**config.mk**
```make
export PLATFORM = sky130hd
export DESIGN_NAME = line_window_ctrl
export DESIGN_NICKNAME = d
export VERILOG_FILES = /design/src/rtl/line_win_pkg.sv /design/src/rtl/ring_adr_gen.sv /design/src/rtl/line_window_ctrl.sv
export SDC_FILE = /design/constraint.sdc
export NUM_CORES = 1
export LEC_CHECK = 0
export BUFFER_PORTS_ARGS = -buffer_cell sky130_fd_sc_hd__buf_2
export CAP_MARGIN = 40
export CORE_MARGIN = 3
export CORE_UTILIZATION = 30
export CTS_CLUSTER_DIAMETER = 100
export DETAILED_ROUTE_END_ITERATION = 16
export GPL_TIMING_DRIVEN = 0
export PLACE_DENSITY = 0.61
export SETUP_SLACK_MARGIN = 0.05
export SKIP_CTS_REPAIR_TIMING = 1
export SKIP_LAST_GASP = 1
export SYNTH_ARGS = -nofsm -noshare
export SYNTH_HDL_FRONTEND = slang
export SYNTH_SLANG_ARGS = --single-unit
export TNS_END_PERCENT = 20
```
**constraint.sdc**
```tcl
create_clock -name clk -period 2.65 [get_ports clk]
set_input_delay 0.1325 -clock clk [delete_from_list [all_inputs] [get_ports clk]]
set_output_delay 0.1325 -clock clk [all_outputs]
set_load 0.05 [all_outputs]
```
**src/rtl/line_win_pkg.sv**
```systemverilog
// Shared types, default geometry and ring-address helper for the 3x3 line-window sequencer.
package line_win_pkg;

    // Frame-position states: idle, first row, second row, fully primed rows.
    typedef enum logic [1:0] {
        IDLE   = 2'd0,
        PRIME0 = 2'd1,
        PRIME1 = 2'd2,
        RUN    = 2'd3
    } state_t;

    localparam int DEF_LINE_W  = 640;
    localparam int DEF_FRAME_H = 480;
    localparam int DEF_ADR_W   = 10;
    localparam int DEF_CNT_W   = 13;

    // (a + k) mod line_w for a < line_w and k < line_w; a compare-and-subtract
    // keeps it a short adder rather than a divider.
    function automatic int wrap_inc(input int a, input int k, input int line_w);
        int s;
        s = a + k;
        return (s >= line_w) ? (s - line_w) : s;
    endfunction

endpackage

```
**src/rtl/ring_adr_gen.sv**
```systemverilog
// Ring address generator: write address at the current column, read and
// prefetch addresses one and two columns ahead, wrapping at LINE_W.
module ring_adr_gen
    import line_win_pkg::*;
#(
    parameter int LINE_W = DEF_LINE_W,
    parameter int ADR_W  = DEF_ADR_W,
    parameter int CNT_W  = DEF_CNT_W
) (
    input  logic [CNT_W-1:0] col,
    output logic [ADR_W-1:0] wr_adr,
    output logic [ADR_W-1:0] rd_adr,
    output logic [ADR_W-1:0] rd_adr2
);

    // Purely combinational address derivation from the column.
    always_comb begin
        wr_adr  = col[ADR_W-1:0];
        rd_adr  = ADR_W'(wrap_inc(int'(col), 1, LINE_W));
        rd_adr2 = ADR_W'(wrap_inc(int'(col), 2, LINE_W));
    end

endmodule

```
**src/rtl/line_window_ctrl.sv**
```systemverilog
// Frame-aware sequencer for the 3x3 window datapath: tracks column/row of the
// pixel stream and produces registered row-RAM enables, ring addresses, the
// shift enable and window/frame status.
module line_window_ctrl
    import line_win_pkg::*;
#(
    parameter int LINE_W  = DEF_LINE_W,
    parameter int FRAME_H = DEF_FRAME_H,
    parameter int ADR_W   = DEF_ADR_W,
    parameter int CNT_W   = DEF_CNT_W
) (
    input  logic             clk,
    input  logic             rst_n,
    input  logic             in_valid,
    input  logic             in_sof,
    input  logic             in_eol,
    output logic [1:0]       row_wr_en,
    output logic [ADR_W-1:0] wr_adr,
    output logic [ADR_W-1:0] rd_adr,
    output logic [ADR_W-1:0] rd_adr2,
    output logic             shift_en,
    output logic [CNT_W-1:0] col_cnt,
    output logic [CNT_W-1:0] row_cnt,
    output logic             win_valid,
    output logic             frame_done,
    output logic             err_line_len,
    output logic             busy
);

    localparam logic [CNT_W-1:0] LAST_COL = CNT_W'(LINE_W - 1);
    localparam logic [CNT_W-1:0] LAST_ROW = CNT_W'(FRAME_H - 1);
    localparam logic [CNT_W-1:0] ONE      = CNT_W'(1);
    localparam logic [CNT_W-1:0] TWO      = CNT_W'(2);

    state_t           state;
    state_t           state_next;
    state_t           eff_state;
    logic [CNT_W-1:0] col;
    logic [CNT_W-1:0] row;
    logic [CNT_W-1:0] col_next;
    logic [CNT_W-1:0] row_next;
    logic [CNT_W-1:0] eff_col;
    logic [CNT_W-1:0] eff_row;
    logic             err_next;
    logic             accept;
    logic             at_last_col;
    logic             line_end;
    logic             frame_end;
    logic [ADR_W-1:0] wr_adr_d;
    logic [ADR_W-1:0] rd_adr_d;
    logic [ADR_W-1:0] rd_adr2_d;

    ring_adr_gen #(
        .LINE_W (LINE_W),
        .ADR_W  (ADR_W),
        .CNT_W  (CNT_W)
    ) u_adr (
        .col     (eff_col),
        .wr_adr  (wr_adr_d),
        .rd_adr  (rd_adr_d),
        .rd_adr2 (rd_adr2_d)
    );

    // Next-state and counter logic; in_sof overrides the current position.
    always_comb begin
        // NOTE: every signal gets a default before any branch so no path infers a latch.
        state_next  = state;
        col_next    = col;
        row_next    = row;
        err_next    = err_line_len;
        frame_end   = 1'b0;
        accept      = in_valid && (in_sof || (state != IDLE));
        eff_state   = in_sof ? PRIME0 : state;
        eff_col     = in_sof ? '0 : col;
        eff_row     = in_sof ? '0 : row;
        at_last_col = (eff_col == LAST_COL);
        line_end    = in_eol || at_last_col;

        if (accept) begin
            if (line_end) begin
                // A line ends on in_eol or on column overflow; either way the
                // row advances and the priming state follows the row.
                col_next = '0;
                row_next = eff_row + ONE;
                if (in_eol != at_last_col) begin
                    err_next = 1'b1;
                end
                case (eff_state)
                    PRIME0:  state_next = PRIME1;
                    PRIME1:  state_next = RUN;
                    RUN: begin
                        if (eff_row == LAST_ROW) begin
                            state_next = IDLE;
                            row_next   = '0;
                            frame_end  = 1'b1;
                        end else begin
                            state_next = RUN;
                        end
                    end
                    default: state_next = IDLE;
                endcase
            end else begin
                col_next   = eff_col + ONE;
                row_next   = eff_row;
                state_next = eff_state;
            end
        end
    end

    // State, position counters and the sticky line-length error.
    always_ff @(posedge clk) begin
        // NOTE: non-blocking assignments so every register samples pre-edge values.
        if (!rst_n) begin
            state        <= IDLE;
            col          <= '0;
            row          <= '0;
            err_line_len <= 1'b0;
        end else begin
            state        <= state_next;
            col          <= col_next;
            row          <= row_next;
            err_line_len <= err_next;
        end
    end

    // Output register: enables pulse for accepted pixels, position/addresses hold on gaps.
    always_ff @(posedge clk) begin
        if (!rst_n) begin
            row_wr_en  <= 2'b00;
            shift_en   <= 1'b0;
            win_valid  <= 1'b0;
            frame_done <= 1'b0;
            busy       <= 1'b0;
            col_cnt    <= '0;
            row_cnt    <= '0;
            wr_adr     <= '0;
            rd_adr     <= '0;
            rd_adr2    <= '0;
        end else begin
            row_wr_en  <= accept ? {(eff_state == PRIME1) || (eff_state == RUN), 1'b1} : 2'b00;
            shift_en   <= accept;
            win_valid  <= accept && (eff_state == RUN) && (eff_col >= TWO);
            frame_done <= frame_end;
            busy       <= (state_next != IDLE);
            if (accept) begin
                col_cnt <= eff_col;
                row_cnt <= eff_row;
                wr_adr  <= wr_adr_d;
                rd_adr  <= rd_adr_d;
                rd_adr2 <= rd_adr2_d;
            end
        end
    end

endmodule
```
==> summary.md, run 1 <==
| Metric | Value |
|---|---|
| Outcome | complete, but fails checks |
| Violated checks | negative setup slack |
| Synth area leaders | dfxtp_1 (37%), nand2_1 (7.3%), nor2b_1 (6.0%) |
| Final setup violation count | 2 |
| Worst setup SP type | flop |
| Xor-xnor portion of the synthesized cell area | 3.09% |
| Final WL | approximately 14000 um |
| Compound-Gate Fraction of Synth Area | about 20% |
| Worst Path Max Fanout | 4 |
| Final net count | 634 |
| Clk sink count | 79 |
| Setup WS post-layout | -0.0328 ns |
| MaxCap Viol Count | 0 |
| Layout Utilization | 39.6% |
| Synth Area in Simple Gates | a little over 30% |
| Syn avg cell area | between 8 and 9 um^2 |
| Total CTS buffers | 9 |
| Grt ovf | 0 |
| Worst-Margin Slew | 0.697 ns |
| Root Buffer | clkbuf_16 |
| Asr flop ratio synth | 0% |
| Register area share after synthesis | 37.3% |
| #FFs+latches synth | roughly 80 |
| CP Launch Point | col[8] |
| Die ar. | 15600 um^2 |
| Clock Path Buffers | 2 |
| WL/cell | 17.6 um |
| Vias/cell | approximately 5.3 |
| Total number of vias | roughly 4200 |
| Cell area after synthesis | 4250 um^2 |
| Leak | roughly 2.2 nW |
| Critical Path AT | 2.97 ns |
| Clock transition at path regs | about 0.06 ns |
| Latest clock arrival within the worst-skew pair | 0.35 ns |
| Antenna violations before repair | 0 |
| Multiplexer share of the synthesized area | 0.531% |
| Synthesized Nets | 541 |
| Initial drt markers | slightly above 400 |
| Slew HR | 53.6% |
| Fmax | about 0.37 GHz |
| Drt first pass iters | 6 |
| Final min period | roughly 2.7 ns |
| Area Growth Syn to Fin | 26.5% |
| Final design instance area without fill | approximately 5400 um^2 |
| Gr usage total | approximately 18% |
| Worst R2R Start | col[8] |
| Post-synth cell types | 56 |
| Commonest non-fill, non-tap cell in the layout | nand2_1 |
| Starting density of the core | 31.3% |
| Post-DP HPWL | just over 10000 um |
| Hold Violations, Final | 0 |
| CTS tree | built |
| Ant. Diodes | 0 |
| I/O pin count | between 60 and 70 |
| Critical path class | reg2reg |
| Height of the die | approximately 120 um |
| DRC viols | 0 |
| Min-delay src | rst_n |
| Post-route ant nets | 0 |
| Top_reg_cell synth | dfxtp_1 |
| Gate count after technology mapping | around 530 |
| Worst Hold End | state[1] |
| Vias in the first global route | between 4000 and 5000 |
| Final Max Tran Viols | 0 |
| Post-synth top area share | ~37% |
| Clock Skews | between 0.009 and 0.01 ns |
| Worst VDD drop | roughly 0.31 mV |
| CP endpoint kind | flop |
| RePlAce Congestion | ~0.93 |
| Post-Synth Adder-Cell Area | a little over 2% |
| Reg2reg end | row[9] |
| Total power | about 2.7 mW |
| Final period utilization | 101% |
| Htree depth | 3 |
| Die X | approximately 120 um |
| Commonest non-fill, non-tap cells in the layout | nand2_1 (81), dfxtp_1 (75), buf_2 (74) |
| Share of layout cells above drive strength 1 | 26.8% |
| Largest family of logic cells by synthesized area | simple AND/OR/NAND/NOR gates |
| EDFF count, synth | 0 |
| First-pass GRT wire length | 21700 um |
| Synthesis Warnings | 0 |
| RSZ-0062 raised after global routing | true |
| Tightest Hold Check Type | in2reg |
| Largest net degree at the start of global routing | 14 |
| Reg-to-reg slack, setup | -0.03 ns |
| Worst Path Required | roughly 2.9 ns |
| FP Rows | 42 |
| Core Area | approximately 14000 um^2 |
| IO Port Bufs | 67 |
| Post-DP Area | roughly 4800 um^2 |
| Post-synth top area cell | dfxtp_1 |
| R2r worst-path depth | 11 |
| Hold path depth | 2 |
| PD cells | 500 nW/um^2 |
-- stage by stage --
step                cells  TNS (ns)  hold slack, ns  worst slack (ns)
floorplan             529         0           0.287            0.0571
global placement      772    -14.78           0.448            -0.897
detailed placement    772    -14.55           0.455            -0.893
CTS                   788    -11.75          0.0814            -0.667
global route          803    -0.935          0.0958            -0.124
finish                803   -0.0408          0.0862           -0.0328
-- area by class of cell --
cell class                 instances  area [um^2]
timing repair buffer              85          470
inverter                          10         37.5
tap                              176          220
clock inverter                     5         31.3
buffer                            49          290
sequential                        79         1590
clock buffer                      11          253
fill                            1423         8190
multi-input combinational        388         2480
-- report_power, final --
group | total, mW | leakage [nW] | switching, mW | internal, mW
logic | 0.267 | 1.40 | 0.200 | 0.0665
registers | 1.22 | 0.641 | 0.0119 | 1.20
clock network | 1.20 | 0.142 | 0.516 | 0.684
total | 2.68 | 2.18 | 0.729 | 1.95
-- critical path, cell delays in order (launching register included) --
cell and delay [ns]:
dfxtp_2 0.32, buf_6 0.11, or4_4 0.53, nor2_4 0.13
nand4_1 0.14, ha_2 0.25, and3b_2 0.26, nand4_1 0.16
or3_4 0.43, nor2_2 0.12, a21oi_1 0.05, nor2b_1 0.11
-- cells in the mapped netlist (all sizes together), types with 7 or more instances --
library cell and number:
and2 7, nor2 31, nor3 8, a21boi 29, nand3 11, and3 14
nand2 82, nor2b 42, dfxtp 79, clkbuf 27, xnor2 12, a21oi 25
inv 10, buf 25, nand4 12, a22oi 10, o21ai 23, ha 7
-- cell families after synthesis --
family,Yosys count
muxes,2
xor gates and xnor gates,15
DFF,79
adders and majority gates,7
AOI/OAI and AO/OA,122
and+or+nand+nor,242
buffers and inverters,62
-- sequential cells by signal, summed over array words and instances (netlist names) --
signal / cells
rd_adr: 10
state: 2
err_line_len: 1
rd_adr2: 9
win_valid: 1
col: 13
col_cnt: 4
busy: 1
row_cnt: 13
row_wr_en: 2
wr_adr: 9
frame_done: 1
row: 13
-- layer usage --
layer	vias up	global-route usage, %	part of all wire (%)
li1	2023	-	-
met1	2044	21.6	43
met2	146	29.6	48
met3	31	4.52	5.3
met4	0	6.38	3.0
met5	-	0	0
-- worst max path at each step --
stage | depth (start not counted) | slack [ns] | end
floorplan | 11 | 0.06 | rd_adr[9]
global placement | 12 | -0.90 | rd_adr2[9]
detailed placement | 12 | -0.89 | rd_adr2[7]
CTS | 11 | -0.67 | row[6]
global route | 11 | -0.12 | row[9]
finish | 11 | -0.03 | row[9]
No activity file was read; power rests on OpenSTA's default activity.
==> run 2, diff against run 1 <==
--- a/config.mk
+++ b/config.mk
@@ -7,12 +7,15 @@
 export LEC_CHECK = 0
 export BUFFER_PORTS_ARGS = -buffer_cell sky130_fd_sc_hd__buf_2
 export CAP_MARGIN = 40
+export CELL_PAD_IN_SITES_DETAIL_PLACEMENT = 0
+export CELL_PAD_IN_SITES_GLOBAL_PLACEMENT = 1
 export CORE_MARGIN = 3
 export CORE_UTILIZATION = 30
+export CTS_BUF_LIST = sky130_fd_sc_hd__clkbuf_8
 export CTS_CLUSTER_DIAMETER = 100
 export DETAILED_ROUTE_END_ITERATION = 16
 export GPL_TIMING_DRIVEN = 0
-export PLACE_DENSITY = 0.61
+export PLACE_DENSITY = 0.75
 export SETUP_SLACK_MARGIN = 0.05
 export SKIP_CTS_REPAIR_TIMING = 1
 export SKIP_LAST_GASP = 1
==> run 2 against run 1 <==
The run still ends with negative setup slack left. Critical path type unchanged. Non-clock buffer count shrank 2. Via count decreased by 1.2%. Sequential share of layout area increased by 0.78 points. Setup slack worse by 0.072 ns. First-iteration DRC count down 26%. Hold slack improved by 0.0025 ns. Final cell count decreased by 0.25%. Flip-flop and latch count unchanged. Sequential power hardly changed. Design area is 2.5% lower. Maximum frequency decreased by 2.6%. Largest power group unchanged.
==> summary.md, run 2 (same netlist as run 1, synthesis figures left out) <==
| Metric | Value |
|---|---|
| Post-DP HPWL | 10100 um (-1.3%) |
| Critical path class | reg2reg |
| First-pass GRT wire length | 22500 um (+3.6%) |
| Multi-input gate area | 2480 um^2 (+0.10%) |
| Commonest non-fill, non-tap cell in the layout | nand2_1 |
| Top flop regs | col (13), row (13), row_cnt (13) |
| Setup WS post-layout | -0.104 ns (-0.0717 ns) |
| Tightest Hold Check Type | in2reg |
| CP bufs+invs | 1 (unchanged) |
| Antenna violations before repair | 0 (unchanged) |
| Core Area | 13600 um^2 (unchanged) |
| Top cell family by delay on the critical path | simple AND/OR/NAND/NOR gates |
| RePlAce Congestion | 0.885 (-4.6%) |
| Final design instance area without fill | 5240 um^2 (-2.5%) |
| Root Buffer | clkbuf_8 |
| Vias/cell | 5.24 (-0.91%) |
| Height of the die | 125 um (unchanged) |
| Non-Filler Instances | 801 (-0.25%) |
| Final min period | 2.75 ns (+0.0717 ns) |
| Htree depth | 3 (unchanged) |
| Register area | 1590 um^2 (about the same) |
| FP Rows | 42 (unchanged) |
| Violated checks | negative setup slack |
| Clock transition at path regs | 0.08 ns (+0.02 ns) |
| Final WL | 14200 um (+1.0%) |
| Critical Path AT | 3.06 ns (+0.09 ns) |
| Total CTS buffers | 9 (unchanged) |
| Setup TNS | -0.494 ns (-0.453 ns) |
| Vias in the first global route | 4072 (+0.54%) |
| Area Growth Syn to Fin | 23.3% |
| Largest net degree at the start of global routing | 12 (-2) |
| Fmax | 0.363 GHz (-2.6%) |
| Final net count | 632 (-0.32%) |
| Fill cells | 1463 (+2.8%) |
| IO Port Bufs | 67 (unchanged) |
| Die ar. | 15600 um^2 (unchanged) |
| Share of layout cells above drive strength 1 | 25.9% (-0.87 points) |
| Die X | 125 um (unchanged) |
| DRC viols | 0 (unchanged) |
| CTS tree | built |
| Initial drt markers | 300 (-26%) |
| CP peak stage delay | 0.54 ns (about the same) |
| CP endpoint kind | flop |
| Hold Violations, Final | 0 (unchanged) |
| Worst-Margin Slew | 0.730 ns (+0.0329 ns) |
| Leak | 2.14 nW (-2.1%) |
| Post-route ant nets | 0 (unchanged) |
| I/O pin count | 68 (unchanged) |
| Ant. Diodes | 0 (unchanged) |
| PD cells | 430 nW/um^2 (-14%) |
| WL/cell | 17.8 um (+1.3%) |
| Commonest non-fill, non-tap cells in the layout | nand2_1 (82), buf_2 (74), dfxtp_1 (74) |
| Final Max Tran Viols | 0 (unchanged) |
| Starting density of the core | 31.3% (unchanged) |
| Worst Path Max Fanout | 4 (unchanged) |
| Drt first pass iters | 5 (-1) |
| Worst setup SP type | flop |
| Worst Path Required | 2.96 ns (+0.02 ns) |
| Gr usage total | 18.0% (+0.51 points) |
| MaxCap Viol Count | 0 (unchanged) |
| Outcome | complete, but fails checks |
| Slowest cell on the critical path | or4_4 |
| Final setup violation count | 8 (+6) |
| Total number of vias | 4195 (-1.2%) |
| Worst path most repeated cell | nand4_1 |
| Worst setup slack after placement | -0.890 ns (+0.00265 ns) |
| Latest clock arrival within the worst-skew pair | 0.37 ns (+0.02 ns) |
| Post-DP Area | 4800 um^2 (unchanged) |
| Clk sink count | 79 (unchanged) |
| Crit path cell chain | buf_6, or4_4, nor2_4, nand4_1, ha_2, and3b_2, nand4_1, or3_4, nor2_2, a21oi_1, nor2b_1 |
| Clock Path Buffers | 2 (unchanged) |
| DP Cell Count | 772 (unchanged) |
| RSZ-0062 raised after global routing | true |
| Grt ovf | 0 (unchanged) |
| Clock Skews | 0.00876 ns (-0.000258 ns) |
| Final period utilization | 104% (+2.7 points) |
| Slew HR | 51.4% (-2.2 points) |
| Worst VDD drop | 0.209 mV (-33%) |
[run 2: cell count changes in the layout (fill, tap and decap cells not counted), sizes merged]
cell,change
buf,-2
inv,+5
clkinvlp,-1
clkbuf,-2
clkinv,-2
[run 2: path summary, 6_finish.rpt]
kind / start / cells past startpoint / slack (ns) / endpoint
max reg2reg: col[8] / 11 / -0.10 / row[9]
min: in_valid / 3 / 0.09 / state[1]
min reg2reg: row_cnt[6] / 2 / 0.46 / row_cnt[6]
max: col[8] / 11 / -0.10 / row[9]
[run 2: cell type report]
type / count / area share [%]
multi-input cells: 388 / 47.4
flip-flops and latches: 79 / 30.3
repair buffers: 83 / 8.77
plain buffers: 49 / 5.62
well taps: 176 / 4.21
clock buffers: 9 / 2.37
inverters: 10 / 0.765
clock inverters: 7 / 0.526
[run 2: metrics by stage]
stage / util, % / hold WS, ns / total power [mW]
after floorplan: - / 0.287 / 1.41
after global placement: 35.4 / 0.449 / 1.50
after detailed placement: 35.4 / 0.459 / 1.50
after CTS: 36.5 / 0.0720 / 2.27
after global routing: 38.6 / 0.111 / 2.34
final: 38.6 / 0.0887 / 2.25
[run 2: metal layers]
metal	global-route usage (%)	routed length [um]	share of wire (%)
met2	29.3	6770	48
met1	23.4	6230	44
met3	3.62	882	6.2
met5	0	0	0
met4	7.65	366	2.6
[run 2: report_power, final]
group	internal (mW)	leakage [nW]	switching (mW)
logic	0.0736	1.40	0.206
registers	1.20	0.641	0.0117
clock network	0.319	0.101	0.440
total	1.60	2.14	0.658
[run 2: worst register-to-register path: cells and delay by family, from the launching register on]
family / cells / cell delay [ns]
buffers and inverters: 1 / 0.12
DFF: 1 / 0.33
AOI/OAI and AO/OA: 1 / 0.05
and+or+nand+nor: 8 / 1.92
adders and majority gates: 1 / 0.26
==> run 3, diff against run 2 <==
--- a/config.mk
+++ b/config.mk
@@ -11,7 +11,7 @@
 export CELL_PAD_IN_SITES_GLOBAL_PLACEMENT = 1
 export CORE_MARGIN = 3
 export CORE_UTILIZATION = 30
-export CTS_BUF_LIST = sky130_fd_sc_hd__clkbuf_8
+export CTS_BUF_LIST = sky130_fd_sc_hd__clkbuf_4
 export CTS_CLUSTER_DIAMETER = 100
 export DETAILED_ROUTE_END_ITERATION = 16
 export GPL_TIMING_DRIVEN = 0
==> run 3 against run 2 <==
The flow finishes with violations (negative hold slack, negative setup slack). Sequential share of layout area is 0.23 points higher. Critical path depth stayed put. Setup slack better by 0.024 ns. Largest cell class unchanged. Final cell count is 0.37% higher. Highest routed layer unchanged. Power is 3.2% lower. Die area stayed put. First-iteration DRC count is 5.3% higher.
==> summary.md, run 3 (same netlist as run 1, synthesis figures left out) <==
| Metric | Value |
|---|---|
| Outcome | complete, but fails checks |
| Violated checks | negative hold slack, negative setup slack |
| Slew HR | 50.4% (-0.99 points) |
| MaxCap Viol Count | 0 (unchanged) |
| Drt first pass iters | 5 (unchanged) |
| Share of layout cells above drive strength 1 | 27.3% (+1.4 points) |
| CP Launch Point | col[8] |
| CTS tree | built |
| Worst setup slack after placement | -0.890 ns (unchanged) |
| Hold path depth | 3 (unchanged) |
| Worst Path Max Fanout | 4 (unchanged) |
| Setup WS post-layout | -0.0807 ns (+0.0237 ns) |
| Reg-to-reg slack, setup | -0.08 ns (+0.02 ns) |
| Root Buffer | clkbuf_4 |
| Leak | 2.11 nW (-1.1%) |
| Total power | 2.18 mW (-3.2%) |
| Grt ovf | 0 (unchanged) |
| Commonest non-fill, non-tap cell in the layout | nand2_1 |
| Clock Skews | 0.0140 ns (+0.00522 ns) |
| Final period utilization | 103% (-0.90 points) |
| Worst Hold End | state[1] |
| Critical path class | reg2reg |
| I/O pin count | 68 (unchanged) |
| Total number of vias | 4237 (+1.0%) |
| FP Rows | 42 (unchanged) |
| Fmax | 0.366 GHz (+0.87%) |
| Final setup violation count | 7 (-1) |
| Fill cells | 1461 (-0.14%) |
| Final net count | 634 (+0.32%) |
| Clock transition at path regs | 0.13 ns (+0.05 ns) |
| Hold Violations, Final | 1 (+1) |
| First-pass GRT wire length | 22400 um (-0.25%) |
| Critical Path AT | 3.13 ns (+0.07 ns) |
| Fin Hold WS | -0.00622 ns (-0.0950 ns) |
| Crit path cell chain | buf_6, or4_4, nor2_4, nand4_1, ha_2, and3b_2, nand4_1, or3_4, nor2_2, a21oi_2, nor2b_1 |
| Register area | 1590 um^2 (about the same) |
| Worst Path Required | 3.05 ns (+0.09 ns) |
| Vias/cell | 5.27 (+0.62%) |
| WL/cell | 17.8 um (+0.20%) |
| Initial drt markers | 316 (+5.3%) |
| Tightest Hold Check Type | in2reg |
| Min-delay src | in_valid |
| CP peak stage delay | 0.54 ns (about the same) |
| R2r worst-path depth | 11 (unchanged) |
| Height of the die | 125 um (unchanged) |
| CP endpoint kind | flop |
| Worst VDD drop | 0.165 mV (-21%) |
| Worst path most repeated cell | nand4_1 |
| Reg2reg end | row[9] |
| Post-DP HPWL | 10100 um (unchanged) |
| RSZ-0062 raised after global routing | true |
| PD cells | 419 nW/um^2 (-2.6%) |
| Worst R2R Start | col[8] |
| Gr usage total | 18.0% (unchanged) |
| Top flop regs | col (13), row (13), row_cnt (13) |
| Clk sink count | 79 (unchanged) |
| RePlAce Congestion | 0.885 (unchanged) |
| Worst setup SP type | flop |
| Largest net degree at the start of global routing | 12 (unchanged) |
| Slowest cell on the critical path | or4_4 |
| Multi-input gate area | 2470 um^2 (-0.30%) |
| Final Max Tran Viols | 0 (unchanged) |
| Final WL | 14300 um (+0.58%) |
| Die X | 125 um (unchanged) |
| Area Growth Syn to Fin | 22.5% |
| Core Area | 13600 um^2 (unchanged) |
| Die ar. | 15600 um^2 (unchanged) |
| Commonest non-fill, non-tap cells in the layout | nand2_1 (82), buf_2 (76), dfxtp_1 (73) |
| Antenna violations before repair | 1 (+1) |
| Final min period | 2.73 ns (-0.0237 ns) |
| DRC viols | 0 (unchanged) |
| Starting density of the core | 31.3% (unchanged) |
| Vias in the first global route | 4050 (-0.54%) |
| IO Port Bufs | 67 (unchanged) |
| Clock Path Buffers | 2 (unchanged) |
| Post-route ant nets | 0 (unchanged) |
| Total CTS buffers | 9 (unchanged) |
| Worst-Margin Slew | 0.745 ns (+0.0149 ns) |
| Htree depth | 3 (unchanged) |
| Latest clock arrival within the worst-skew pair | 0.46 ns (+0.09 ns) |
[run 3: cell count changes in the layout (fill, tap and decap cells not counted), sizes merged]
cell    before  now
buf        110  113
inv         16   10
diode        0    1
clkbuf      31   36
[run 3: layout make-up]
class / instances / share of cell area (%)
flip-flops and latches: 79 / 30.6
well taps: 176 / 4.23
inverters: 10 / 0.770
plain buffers: 49 / 5.49
clock buffers: 15 / 2.17
multi-input cells: 388 / 47.6
diodes: 1 / 0.0481
clock inverters: 1 / 0.0962
repair buffers: 85 / 9.05
[run 3: layer usage]
| layer | track usage, % | share of wire (%) | wire (um) |
|---|---|---|---|
| met3 | 3.45 | 6.5 | 934 |
| met2 | 29.3 | 47 | 6760 |
| met5 | 0 | 0 | 0 |
| met4 | 7.33 | 2.5 | 362 |
| met1 | 23.6 | 44 | 6260 |
[run 3: report_power, final]
part | total, mW | leakage (nW) | internal (mW) | switching (mW)
Clock | 0.686 | 0.0729 | 0.257 | 0.429
Sequential | 1.22 | 0.642 | 1.20 | 0.0116
Combinational | 0.279 | 1.40 | 0.0713 | 0.207
[run 3: critical path, delay by kind of cell (launching register included)]
family	cells	cell delay (ns)
flip-flops	1	0.35
AND/OR/NAND/NOR	8	1.92
buffers and inverters	1	0.12
adder cells (fa/ha/maj)	1	0.24
AO/OA/AOI/OAI	1	0.04
[run 3: metrics by stage]
| stage | instance area (um^2) | util (%) | setup TNS (ns) | std cells |
|---|---|---|---|---|
| CTS | 4920 | 36.3 | -11.72 | 788 |
| floorplan | 4250 | - | 0 | 529 |
| detailed placement | 4800 | 35.4 | -15.06 | 772 |
| global route | 5200 | 38.4 | -1.33 | 804 |
| finish | 5200 | 38.4 | -0.276 | 804 |
| global placement | 4800 | 35.4 | -14.62 | 772 |
[run 3: worst max path at each step]
stage | endpoint | slack, ns | cells after the start
CTS | row[6] | -0.68 | 11
finish | row[9] | -0.08 | 11
global placement | rd_adr2[9] | -0.85 | 12
global route | row[9] | -0.16 | 12
floorplan | rd_adr[9] | 0.06 | 11
detailed placement | rd_adr2[9] | -0.89 | 12
